`config.mk`:
```
export PLATFORM = sky130hd
export DESIGN_NAME = seven_seg_scan_driver
export DESIGN_NICKNAME = d
export VERILOG_FILES = /design/src/rtl/seg_pkg.sv /design/src/rtl/seg_font_decoder.sv /design/src/rtl/seven_seg_scan_driver.sv
export SDC_FILE = /design/constraint.sdc
export NUM_CORES = 1
export LEC_CHECK = 0
export BUFFER_PORTS_ARGS = -buffer_cell sky130_fd_sc_hd__buf_4
export CORE_MARGIN = 1.5
export CORE_UTILIZATION = 59
export CTS_BUF_LIST = sky130_fd_sc_hd__clkbuf_16
export DETAILED_ROUTE_END_ITERATION = 7
export PLACE_DENSITY = 0.83
export SETUP_SLACK_MARGIN = 0.05
export SLEW_MARGIN = 20
export SYNTH_ARGS = -nofsm -noshare
export SYNTH_HDL_FRONTEND = slang
export SYNTH_SLANG_ARGS = --single-unit
```
`constraint.sdc`:
```
create_clock -name clk -period 6.25 [get_ports clk]
set_input_delay 1.25 -clock clk [delete_from_list [all_inputs] [get_ports clk]]
set_output_delay 1.25 -clock clk [all_outputs]
set_load 0.03 [all_outputs]
```
`src/rtl/seg_pkg.sv`:
```
// Shared definitions for the 7-segment display blocks: digit count,
// segment bit order, hex glyph table and idle drive levels.
package seg_pkg;

  localparam int unsigned NUM_DIGITS = 8;

  // Segment bit positions within seg_out = {dp,g,f,e,d,c,b,a}
  localparam int unsigned SEG_A  = 0;
  localparam int unsigned SEG_B  = 1;
  localparam int unsigned SEG_C  = 2;
  localparam int unsigned SEG_D  = 3;
  localparam int unsigned SEG_E  = 4;
  localparam int unsigned SEG_F  = 5;
  localparam int unsigned SEG_G  = 6;
  localparam int unsigned SEG_DP = 7;

  // Hex glyphs, a..g in bits 6:0; entry 15 first so HEX_FONT[n] is glyph n
  localparam logic [15:0][6:0] HEX_FONT = {
    7'h71, 7'h79, 7'h5E, 7'h39, 7'h7C, 7'h77, 7'h6F, 7'h7F,
    7'h07, 7'h7D, 7'h6D, 7'h66, 7'h4F, 7'h5B, 7'h06, 7'h3F
  };

  localparam logic [7:0] COM_IDLE = 8'hFF;
  localparam logic [7:0] SEG_OFF  = 8'h00;

  typedef enum logic {
    PH_BLANK,
    PH_DRIVE
  } scan_phase_e;

endpackage

```
`src/rtl/seg_font_decoder.sv`:
```
// Combinational hex nibble to a..g segment pattern (active-high).
module seg_font_decoder
  import seg_pkg::*;
(
  input  logic [3:0] nibble,
  output logic [6:0] seg
);

  // Table lookup into the shared glyph set
  always_comb begin
    seg = HEX_FONT[nibble];
  end

endmodule

```
`src/rtl/seven_seg_scan_driver.sv`:
```
// Time-multiplexed 8-digit common-cathode 7-segment driver with per-slot
// blanking and a frame-synchronous shadow of the display inputs.
module seven_seg_scan_driver
  import seg_pkg::*;
#(
  parameter int unsigned SCAN_WIDTH   = 16,
  parameter int unsigned BLANK_CYCLES = 64
) (
  input  logic        clk,
  input  logic        rst_n,
  input  logic [31:0] digit_data,
  input  logic [7:0]  dp_in,
  input  logic [7:0]  digit_en,
  output logic [7:0]  seg_out,
  output logic [7:0]  com_out,
  output logic        frame_tick
);

  localparam logic [SCAN_WIDTH-1:0] BLANK_LIM = SCAN_WIDTH'(BLANK_CYCLES);

  logic [SCAN_WIDTH-1:0] cnt;
  logic [2:0]            idx;
  logic [31:0]           d_sh;
  logic [7:0]            dp_sh;
  logic [7:0]            en_sh;

  logic        slot_end;
  logic        frame_end;
  logic        in_blank;
  scan_phase_e phase;
  logic [6:0]  glyph;
  logic [7:0]  seg_next;
  logic [7:0]  com_next;

  assign slot_end  = (cnt == '1);
  assign frame_end = slot_end && (idx == 3'(NUM_DIGITS - 1));

  // A zero-length blank window is handled at elaboration so no
  // always-false comparison is built.
  generate
    if (BLANK_CYCLES == 0) begin : g_no_blank
      assign in_blank = 1'b0;
    end else begin : g_blank
      assign in_blank = (cnt < BLANK_LIM);
    end
  endgenerate

  // Free-running slot counter and digit index
  always_ff @(posedge clk or negedge rst_n) begin
    if (!rst_n) begin
      cnt <= '0;
      idx <= '0;
    end else begin
      cnt <= cnt + 1'b1;
      if (slot_end) idx <= idx + 1'b1;
    end
  end

  // Shadow capture only at the frame boundary to avoid torn updates
  always_ff @(posedge clk or negedge rst_n) begin
    if (!rst_n) begin
      d_sh  <= '0;
      dp_sh <= '0;
      en_sh <= '0;
    end else if (frame_end) begin
      d_sh  <= digit_data;
      dp_sh <= dp_in;
      en_sh <= digit_en;
    end
  end

  seg_font_decoder u_font (
    .nibble (d_sh[{idx, 2'b00} +: 4]),
    .seg    (glyph)
  );

  // Phase decode and next output values from current cnt/idx/shadow
  always_comb begin
    phase    = in_blank ? PH_BLANK : PH_DRIVE;
    seg_next = SEG_OFF;
    com_next = COM_IDLE;
    if (phase == PH_DRIVE && en_sh[idx]) begin
      seg_next[SEG_G:SEG_A] = glyph;
      seg_next[SEG_DP]      = dp_sh[idx];
      com_next              = ~(8'h01 << idx);
    end
  end

  // Registered outputs; frame_tick lands in the first cycle of new shadow data
  always_ff @(posedge clk or negedge rst_n) begin
    if (!rst_n) begin
      seg_out    <= SEG_OFF;
      com_out    <= COM_IDLE;
      frame_tick <= 1'b0;
    end else begin
      seg_out    <= seg_next;
      com_out    <= com_next;
      frame_tick <= frame_end;
    end
  end

endmodule

```
==> results of run 1 <==
-- power by group through the flow --
| stage | registers [mW] | logic (mW) | clock network [mW] |
|---|---|---|---|
| 2_1_floorplan | 0.574 | 0.0367 | 0 |
| 5_1_grt | 0.570 | 0.0852 | 0.549 |
| 4_1_cts | 0.569 | 0.0781 | 0.528 |
| 3_5_place_dp | 0.578 | 0.0770 | 0 |
| 3_3_place_gp | 0.577 | 0.0746 | 0 |
| 6_report | 0.569 | 0.0773 | 0.521 |
-- stage by stage --
stage | util, % | std cells | power [mW]
CTS | 74.5 | 426 | 1.18
global placement | 69.9 | 410 | 0.652
global route | 74.5 | 426 | 1.20
detailed placement | 69.9 | 410 | 0.655
floorplan | - | 278 | 0.611
finish | 74.5 | 426 | 1.17
-- registers in the layout (all words and copies together), names as in the netlist --
register    count
en_sh           8
cnt            16
com_out         8
dp_sh           8
seg_out         8
idx             3
frame_tick      1
d_sh           32
-- how the worst min path moves through the flow --
stage	from	endpoint	slack (ns)	cells past startpoint
final	cnt[5]	cnt[5]	0.46	1
after global routing	cnt[5]	cnt[5]	0.49	1
after CTS	cnt[5]	cnt[5]	0.47	1
after detailed placement	cnt[5]	cnt[5]	0.46	1
after global placement	cnt[5]	cnt[5]	0.46	1
after floorplan	cnt[5]	cnt[5]	0.44	1
-- metal layers --
layer  up-vias  track usage [%]
met4         0             11.9
met5         -                0
met3        16             3.50
met1      1200             30.3
met2        80             37.4
li1       1136                -
-- cells by family after synthesis --
logic type | Yosys count | synth area share, %
AOI/OAI and AO/OA | 18 | 3.70
xor gates and xnor gates | 15 | 3.30
adders and majority gates | 13 | 4.08
buffers and inverters | 20 | 3.26
DFF | 84 | 53.0
muxes | 69 | 25.3
and+or+nand+nor | 59 | 7.41
-- cell usage after synthesis (2+ instances only) --
master,instances
dfrtp_1,76
mux2_2,32
mux2_4,20
nand2_1,20
ha_1,13
xnor2_1,13
nor2_1,11
dfstp_2,8
inv_1,8
nand3_1,8
mux4_1,7
and3_1,5
mux2i_1,5
buf_2,4
buf_6,4
mux4_2,3
a211oi_1,2
a21oi_1,2
a221oi_1,2
a221oi_2,2
a311oi_1,2
and2_1,2
and4_1,2
mux2i_4,2
nand4_1,2
or4_1,2
xor2_1,2
-- critical path, delay by kind of cell (launching register included) --
kind	cells	cell delay [ns]
muxes	2	1.02
AOI/OAI and AO/OA	1	0.25
buffers and inverters	1	0.17
and+or+nand+nor	1	0.37
DFF	1	0.94
adders and majority gates	1	0.27
-- layout make-up --
cell class              instances  area (µm²)
clock inverters                 7        66.3
repair buffers                 66         499
clock buffers                   9         225
flip-flops and latches         84        2110
inverters                       9        33.8
multi-input cells             174        1750
fillers                       408        1640
well taps                      77        96.3
==> flow_summary.json, run 1 <==
{
  "run_status": "complete, but fails checks",
  "violations": "DRC",
  "routed-wl-met2_mm": 3.77,
  "rows": 29,
  "path_cells": "mux4_1 -> mux2i_1 -> inv_1 -> ha_1 -> or3_1 -> a311oi_1",
  "nets": 407,
  "synth_ff_type": "dfrtp_1",
  "worstSetupEndpointType": "flop",
  "cp_slowest_cell": "dfrtp_1",
  "finalWeightedCongestion": 0.788,
  "fp.dieW_um": 85.2,
  "synth.area.top_cells": "dfrtp_1 48%, mux2_2 9.0%, mux2_4 7.5%, dfstp_2 5.3%, mux4_1 4.6%",
  "numClockSinks": 84,
  "postCtsHoldBufs": 0,
  "postSynthAreaPerCell_um2": 14.3,
  "layout-drive-gt1-share_pct": 42.4,
  "r2r_start": "idx[0]",
  "clkPwrFrac_pct": 44.7,
  "h-tree-depth": 3,
  "cts_root_buffer": "clkbuf_16",
  "post-route-period-util_pct": 50.0,
  "grt_overflow_total": 0,
  "cap_violations": 0,
  "via_count": 2432,
  "setup_tns_ns": 0,
  "dpl_worst_slack_ns": 3.16,
  "drc_errors": 3,
  "synth-seq-area-share_pct": 53.0,
  "yosys.cell_types.count": 46,
  "synthCells": 278,
  "r2r_end": "seg_out[3]",
  "grt_pass1_vias": 2543,
  "crit_required_ns": 6.49,
  "highest_layer": "met4",
  "critPathKind": "reg2reg",
  "wire_per_inst_um": 17.7,
  "rr_worst_depth": 6,
  "drt.antenna.violating_nets": 0,
  "die_h_um": 85.2,
  "switching_share_pct": 21.8,
  "cts_setup_buffers": 0,
  "reg2reg_slack_ns": 3.12,
  "synth_edf_count": 0,
  "path_max_fanout": 17,
  "grtUsageTotal_pct": 23.0,
  "dr.pass1.iters": 6,
  "fin_crit_ns": 3.13,
  "n_antenna_cell": 0,
  "dieArea_mm2": 0.00726,
  "dpl-instance-area_mm2": 0.00449,
  "fp.coreArea_mm2": 0.00642,
  "drt_wl_total_mm": 7.53,
  "holdWs_ns": 0.464,
  "arrival_ns": 3.37,
  "combPwrFrac_pct": 6.6,
  "antenna_found_initial": 0,
  "vias_per_cell": 5.71,
  "clk_pin_slew_ns": 0.06,
  "syn_to_final_growth_pct": 20.1,
  "crit_end": "seg_out[3]",
  "max_stage_delay_ns": 0.94,
  "p_int_uw": 913,
  "synth_seq_cells": 84,
  "met1_length_mm": 3.24,
  "vdd_ir_drop_max_mv": 0.165,
  "grt_pass1_wl_mm": 12.6,
  "place.detailed.hpwl_mm": 4.92,
  "switchingPower_uw": 255,
  "clock_latency_ns": 0.33,
  "relSlewSlack_pct": 32.4,
  "finalMaxSlewViolations": 0,
  "leakagePower_nw": 2.27,
  "rsz0062_at_grt": "false",
  "p_per_area_mw_per_mm2": 244,
  "worst_slack_ns": 3.12,
  "wl_met3_um": 314,
  "port_buffers": 66,
  "initial_core_util_pct": 62.1,
  "tightest_slew_ns": 1.01,
  "layout_common_cells": "76 x dfrtp_1, 65 x buf_4, 32 x mux2_2, 20 x nand2_1, 20 x mux2_4",
  "netlist.area_leader.share_pct": 47.7,
  "fin_area_mm2": 0.00479,
  "cts_resized": 0,
  "cts_buffer_depth": 2,
  "yosys.area.top_type": "dfrtp_1",
  "worstSetupStartpoint": "idx[0]",
  "cts_buffers": 9,
  "fmax_mhz": 320,
  "syn_nets": 341,
  "drtIter0Drc": 129,
  "hold_viol": 0,
  "syn_area_mm2": 0.00399,
  "hold_class": "reg2reg",
  "cp-start-kind": "flop",
  "cts_tree": "yes",
  "io_pins": 67,
  "clock-skew-final_ns": 0.00599,
  "p_seq_share_pct": 48.7,
  "grt_max_degree": 85,
  "final_common_cell": "dfrtp_1",
  "yosys_warnings": 0,
  "synthArstFlopShare_pct": 100,
  "finalSetupViolCount": 0
}
(Power assumes the default switching activity.)
==> inputs of run 2 (changes only) <==
--- a/config.mk
+++ b/config.mk
@@ -5,12 +5,13 @@
 export SDC_FILE = /design/constraint.sdc
 export NUM_CORES = 1
 export LEC_CHECK = 0
+export ABC_AREA = 1
 export BUFFER_PORTS_ARGS = -buffer_cell sky130_fd_sc_hd__buf_4
 export CORE_MARGIN = 1.5
-export CORE_UTILIZATION = 59
+export CORE_UTILIZATION = 51
 export CTS_BUF_LIST = sky130_fd_sc_hd__clkbuf_16
 export DETAILED_ROUTE_END_ITERATION = 7
-export PLACE_DENSITY = 0.83
+export PLACE_DENSITY = 0.76
 export SETUP_SLACK_MARGIN = 0.05
 export SLEW_MARGIN = 20
 export SYNTH_ARGS = -nofsm -noshare
==> constraint.sdc (replaced) <==
create_clock -name clk -period 2.6 [get_ports clk]
set_input_delay 0.52 -clock clk [delete_from_list [all_inputs] [get_ports clk]]
set_output_delay 0.52 -clock clk [all_outputs]
set_load 0.03 [all_outputs]
==> run 2 against run 1 <==
Net effect: the run now ends clean; utilization fell by 10 points; sequential power grew 130%; first-iteration DRC count up 13%; register-to-register slack worse by 2.7 ns; synthesized cell count up 73%; total power grew 130%; design area rose by 3.2%; non-clock buffer count increased by 10; worst hold slack got worse by 0.34 ns; flip-flop and latch count unchanged; clock-buffer cell count is the same; die area grew 17%.
==> flow_summary.json, run 2 <==
{
  "hold_class": "in2async",
  "antenna_found_initial": 0,
  "grt_pass1_wl_mm": 15.0,
  "grt_max_degree": 65,
  "dr.pass1.iters": 4,
  "fp.coreArea_mm2": 0.00769,
  "synth_seq_cells": 84,
  "crit_required_ns": 2.82,
  "clock-skew-final_ns": 0.00542,
  "vdd_ir_drop_max_mv": 0.383,
  "io_pins": 67,
  "fillers": 651,
  "hold_viol": 0,
  "synthArstFlopShare_pct": 100,
  "cts_buffers": 9,
  "die_h_um": 92.1,
  "dpl_worst_slack_ns": 0.514,
  "p_per_area_mw_per_mm2": 550,
  "drt.antenna.violating_nets": 0,
  "grt_pass1_vias": 3317,
  "critPathKind": "reg2reg",
  "via_count": 3284,
  "place.detailed.hpwl_mm": 5.99,
  "worst_slack_ns": 0.450,
  "tightest_slew_ns": 0.460,
  "cts_setup_buffers": 0,
  "cts_tree": "yes",
  "syn_nets": 544,
  "clk_pin_slew_ns": 0.06,
  "drtIter0Drc": 146,
  "port_buffers": 66,
  "worstSetupEndpointType": "flop",
  "syn_to_final_growth_pct": 22.0,
  "clock_latency_ns": 0.34,
  "postSynthAreaPerCell_um2": 8.42,
  "synth-seq-area-share_pct": 52.1,
  "yosys.cell_types.count": 31,
  "cts_root_buffer": "clkbuf_16",
  "drt_wl_total_mm": 8.58,
  "yosys.area.top_type": "dfrtp_1",
  "finalMaxSlewViolations": 0,
  "synth.area.top_cells": "dfrtp_1 47%, nand2_1 17%, nand3_1 5.9%, dfstp_2 5.2%, ha_1 4.0%",
  "fp.dieW_um": 92.1,
  "drc_errors": 0,
  "synthMostInstantiatedCell": "nand2_1",
  "postLayoutCoreUtil_pct": 64.3,
  "top_regs": "d_sh x32, cnt x16",
  "h-tree-depth": 3,
  "nets": 611,
  "postCtsHoldBufs": 0,
  "synth_commonest_cells": "180 x nand2_1, 76 x dfrtp_1, 48 x nand3_1, 40 x inv_1, 28 x nor2_1",
  "syn_area_mm2": 0.00405,
  "top_register": "d_sh",
  "grtUsageTotal_pct": 22.6,
  "layout-drive-gt1-share_pct": 19.5,
  "finalWeightedCongestion": 0.894,
  "initial_core_util_pct": 52.7,
  "fin_crit_ns": 2.15,
  "leakagePower_nw": 2.49,
  "largest_reg_flops": 32,
  "wire_per_inst_um": 13.1,
  "netlist.area_leader.share_pct": 47.0,
  "arrival_ns": 2.37,
  "rows": 32,
  "post-route-period-util_pct": 82.7,
  "yosys_warnings": 0,
  "total_power_mw": 2.72,
  "relSlewSlack_pct": 69.3,
  "fmax_mhz": 465,
  "final_common_cell": "nand2_1",
  "path_max_fanout": 17,
  "cts_buffer_depth": 2,
  "dieArea_mm2": 0.00849,
  "layout_common_cells": "180 x nand2_1, 76 x dfrtp_1, 74 x buf_4, 48 x nand3_1, 41 x inv_1",
  "n_antenna_cell": 0,
  "grt_overflow_total": 0,
  "vias_per_cell": 5.01,
  "multi_input_area_mm2": 0.00163,
  "run_status": "completed",
  "finalSetupViolCount": 0,
  "numClockSinks": 84,
  "setup_tns_ns": 0,
  "cap_violations": 0,
  "synth_ff_type": "dfrtp_1",
  "cp-start-kind": "flop",
  "cts_resized": 0,
  "rsz0062_at_grt": "false",
  "regArea_mm2": 0.00211,
  "synthCells": 481,
  "synth_edf_count": 0
}
## run 2: critical path, stage by stage (launching register included)
cell	delay (ns)
dfrtp_1	0.53
clkinv_2	0.28
nand2_1	0.12
nand3_1	0.08
nand2_1	0.07
nand2_1	0.04
nand2_1	0.16
inv_1	0.13
ha_1	0.29
nand3_1	0.10
o21ai_0	0.16
nor2_1	0.07
## run 2: area by class of cell
class,count,share of cell area [%]
clock buffers,9,4.56
clock inverters,7,1.70
inverters,43,3.29
multi-input cells,334,33.1
flip-flops and latches,84,42.8
well taps,102,2.58
repair buffers,76,12.1
## run 2: path summary, 6_finish.rpt
path	cells after the start	slack [ns]	to	start
setup / recovery	11	0.45	seg_out[1]	idx[0]
hold / removal	1	0.13	d_sh[17]	rst_n
setup reg to reg	11	0.45	seg_out[1]	idx[0]
hold reg to reg	1	0.46	cnt[0]	cnt[0]
max in group asynchronous	2	1.80	com_out[3]	rst_n
min in group clk	3	0.38	en_sh[4]	digit_en[4]
## run 2: power by group
| part | total (mW) | leakage, nW | switching (mW) | internal, mW |
|---|---|---|---|---|
| registers | 1.31 | 0.881 | 0 | 1.31 |
| logic | 0.0836 | 1.46 | 0.0350 | 0.0486 |
| clock network | 1.32 | 0.152 | 0.495 | 0.829 |
## run 2: logic make-up after synthesis
family	after synthesis	share of synthesized area [%]
compound gates	36	4.54
simple gates	270	28.4
buf+inv	63	7.69
flops	84	52.1
fa+ha+maj	13	4.02
xor+xnor	15	3.24
## run 2: per-stage QoR
| step | std cells | hold slack [ns] | area [µm²] |
|---|---|---|---|
| floorplan | 481 | 0.224 | 4050 |
| global placement | 639 | 0.440 | 4630 |
| detailed placement | 639 | 0.459 | 4630 |
| CTS | 655 | 0.137 | 4940 |
| global route | 655 | 0.160 | 4940 |
| finish | 655 | 0.128 | 4940 |
## run 2: per-layer routing
layer	vias up	GRT usage (%)	wire length, µm
met4	0	10.8	184
met1	1572	28.0	3800
met5	-	0	0
li1	1634	-	-
met3	15	4.06	331
met2	63	38.1	4270
==> inputs of run 3 (changes only) <==
--- a/config.mk
+++ b/config.mk
@@ -5,13 +5,13 @@
 export SDC_FILE = /design/constraint.sdc
 export NUM_CORES = 1
 export LEC_CHECK = 0
-export ABC_AREA = 1
+export ABC_AREA = 0
 export BUFFER_PORTS_ARGS = -buffer_cell sky130_fd_sc_hd__buf_4
 export CORE_MARGIN = 1.5
-export CORE_UTILIZATION = 51
+export CORE_UTILIZATION = 56
 export CTS_BUF_LIST = sky130_fd_sc_hd__clkbuf_16
 export DETAILED_ROUTE_END_ITERATION = 7
-export PLACE_DENSITY = 0.76
+export PLACE_DENSITY = 0.79
 export SETUP_SLACK_MARGIN = 0.05
 export SLEW_MARGIN = 20
 export SYNTH_ARGS = -nofsm -noshare
==> constraint.sdc (replaced) <==
create_clock -name clk -period 2.22 [get_ports clk]
set_input_delay 0.444 -clock clk [delete_from_list [all_inputs] [get_ports clk]]
set_output_delay 0.444 -clock clk [all_outputs]
set_load 0.03 [all_outputs]
==> run 3 against run 2 <==
Net effect: combinational power increased to 2.8 times the previous value; largest cell class unchanged; wire length decreased by 7.8%; via count decreased by 23%; critical endpoint is now seg_out[3]; critical path type unchanged; largest power group unchanged.
==> flow_summary.json, run 3 (synthesis results as in run 1) <==
{
  "run_status": "completed",
  "dr.pass1.iters": 5,
  "port_buffers": 66,
  "postLayoutCoreUtil_pct": 73.8,
  "cp-start-kind": "flop",
  "antenna_found_initial": 0,
  "worst_slack_ns": 0.0220,
  "relSlewSlack_pct": 68.5,
  "fp.coreArea_mm2": 0.00683,
  "drc_errors": 0,
  "hold_class": "in2async",
  "grt_pass1_wl_mm": 12.8,
  "worstSetupEndpointType": "flop",
  "finalMaxSlewViolations": 0,
  "cts_buffer_depth": 2,
  "dpl_worst_slack_ns": -0.0854,
  "place.detailed.hpwl_mm": 5.53,
  "cts_buffers": 9,
  "rsz0062_at_grt": "true",
  "layout_common_cells": "78 x buf_4, 75 x dfrtp_1, 32 x mux2_2, 20 x nand2_1, 20 x mux2_4",
  "tightest_slew_ns": 0.472,
  "vias_per_cell": 5.51,
  "dp_cells": 442,
  "critPathKind": "reg2reg",
  "top_register": "d_sh",
  "top_regs": "d_sh x32, cnt x16",
  "dieArea_mm2": 0.00763,
  "cts_root_buffer": "clkbuf_16",
  "h-tree-depth": 3,
  "vdd_ir_drop_max_mv": 0.496,
  "clk_pin_slew_ns": 0.06,
  "finalSetupViolCount": 0,
  "finalWeightedCongestion": 0.942,
  "clock-skew-final_ns": 0.00487,
  "path_max_fanout": 6,
  "post-route-period-util_pct": 99.0,
  "setup_tns_ns": 0,
  "holdWs_ns": 0.0527,
  "hold_viol": 0,
  "cts_tree": "yes",
  "via_count": 2533,
  "drt_wl_total_mm": 7.91,
  "die_h_um": 87.4,
  "grt_pass1_vias": 2549,
  "fmax_mhz": 455,
  "arrival_ns": 2.43,
  "drt.antenna.violating_nets": 0,
  "io_pins": 67,
  "n_antenna_cell": 0,
  "largest_reg_flops": 32,
  "wire_per_inst_um": 17.2,
  "grt_max_degree": 48,
  "fin_cells": 460,
  "crit_required_ns": 2.46,
  "fin_crit_ns": 2.20,
  "clock_latency_ns": 0.33,
  "layout-drive-gt1-share_pct": 48.4,
  "grt_overflow_total": 0,
  "final_common_cell": "buf_4",
  "rows": 30,
  "cap_violations": 0,
  "reg2reg_slack_ns": 0.02,
  "leakagePower_nw": 2.36,
  "drtIter0Drc": 131,
  "nets": 422,
  "rr_worst_depth": 6,
  "initial_core_util_pct": 58.4,
  "r2r_end": "seg_out[3]",
  "p_per_area_mw_per_mm2": 700,
  "r2r_start": "idx[0]",
  "numClockSinks": 84,
  "grtUsageTotal_pct": 22.4,
  "fp.dieW_um": 87.4,
  "syn_to_final_growth_pct": 26.4
}
## run 3: area by class of cell
type	count	area (µm²)
clock inverter	7	114
clock buffer	9	225
timing repair buffer	81	646
multi-input combinational	174	1790
fill	445	1790
sequential	84	2110
tap	96	120
inverter	9	33.8
## run 3: through the flow
step	cell area, µm²	power (mW)
final	5040	3.53
after global routing	5040	3.65
after CTS	5020	3.54
after detailed placement	4670	1.86
after global placement	4670	1.85
after floorplan	4010	1.72
## run 3: critical path, stage by stage, from the launching register on
cell and delay [ns]:
dfrtp_2 0.46, mux4_2 0.56, mux2i_4 0.19, inv_2 0.09
ha_4 0.18, or3_1 0.37, a311oi_2 0.26
## run 3: worst max path at each step
stage,start,end,slack (ns)
floorplan,idx[0],seg_out[3],-0.08
global placement,idx[0],seg_out[3],0.04
detailed placement,idx[0],seg_out[3],-0.09
CTS,idx[0],seg_out[3],0.06
global route,idx[0],seg_out[3],-0.04
finish,idx[0],seg_out[3],0.02
## run 3: power breakdown
group | total (mW) | switching (mW) | internal (mW) | leakage (nW)
combinational | 0.237 | 0.0980 | 0.139 | 1.18
sequential | 1.60 | 0.0252 | 1.58 | 1.02
clock | 1.69 | 0.594 | 1.09 | 0.161
## run 3: per-layer routing
layer	vias to the layer above	part of all wire (%)	routed length (µm)	global-route usage (%)
li1	1164	-	-	-
met1	1258	45	3560	31.4
met2	94	48	3770	34.1
met3	17	5.3	417	5.21
met4	0	2.1	167	8.95
met5	-	0	0	0
## run 3: timing repair
action	4_1_cts	5_1_grt
pin swaps	1	1
hold buffers	0	0
resized for setup	5	3
endpoints found under the setup margin	5	6
setup buffers	1	1
gates cloned	0	0
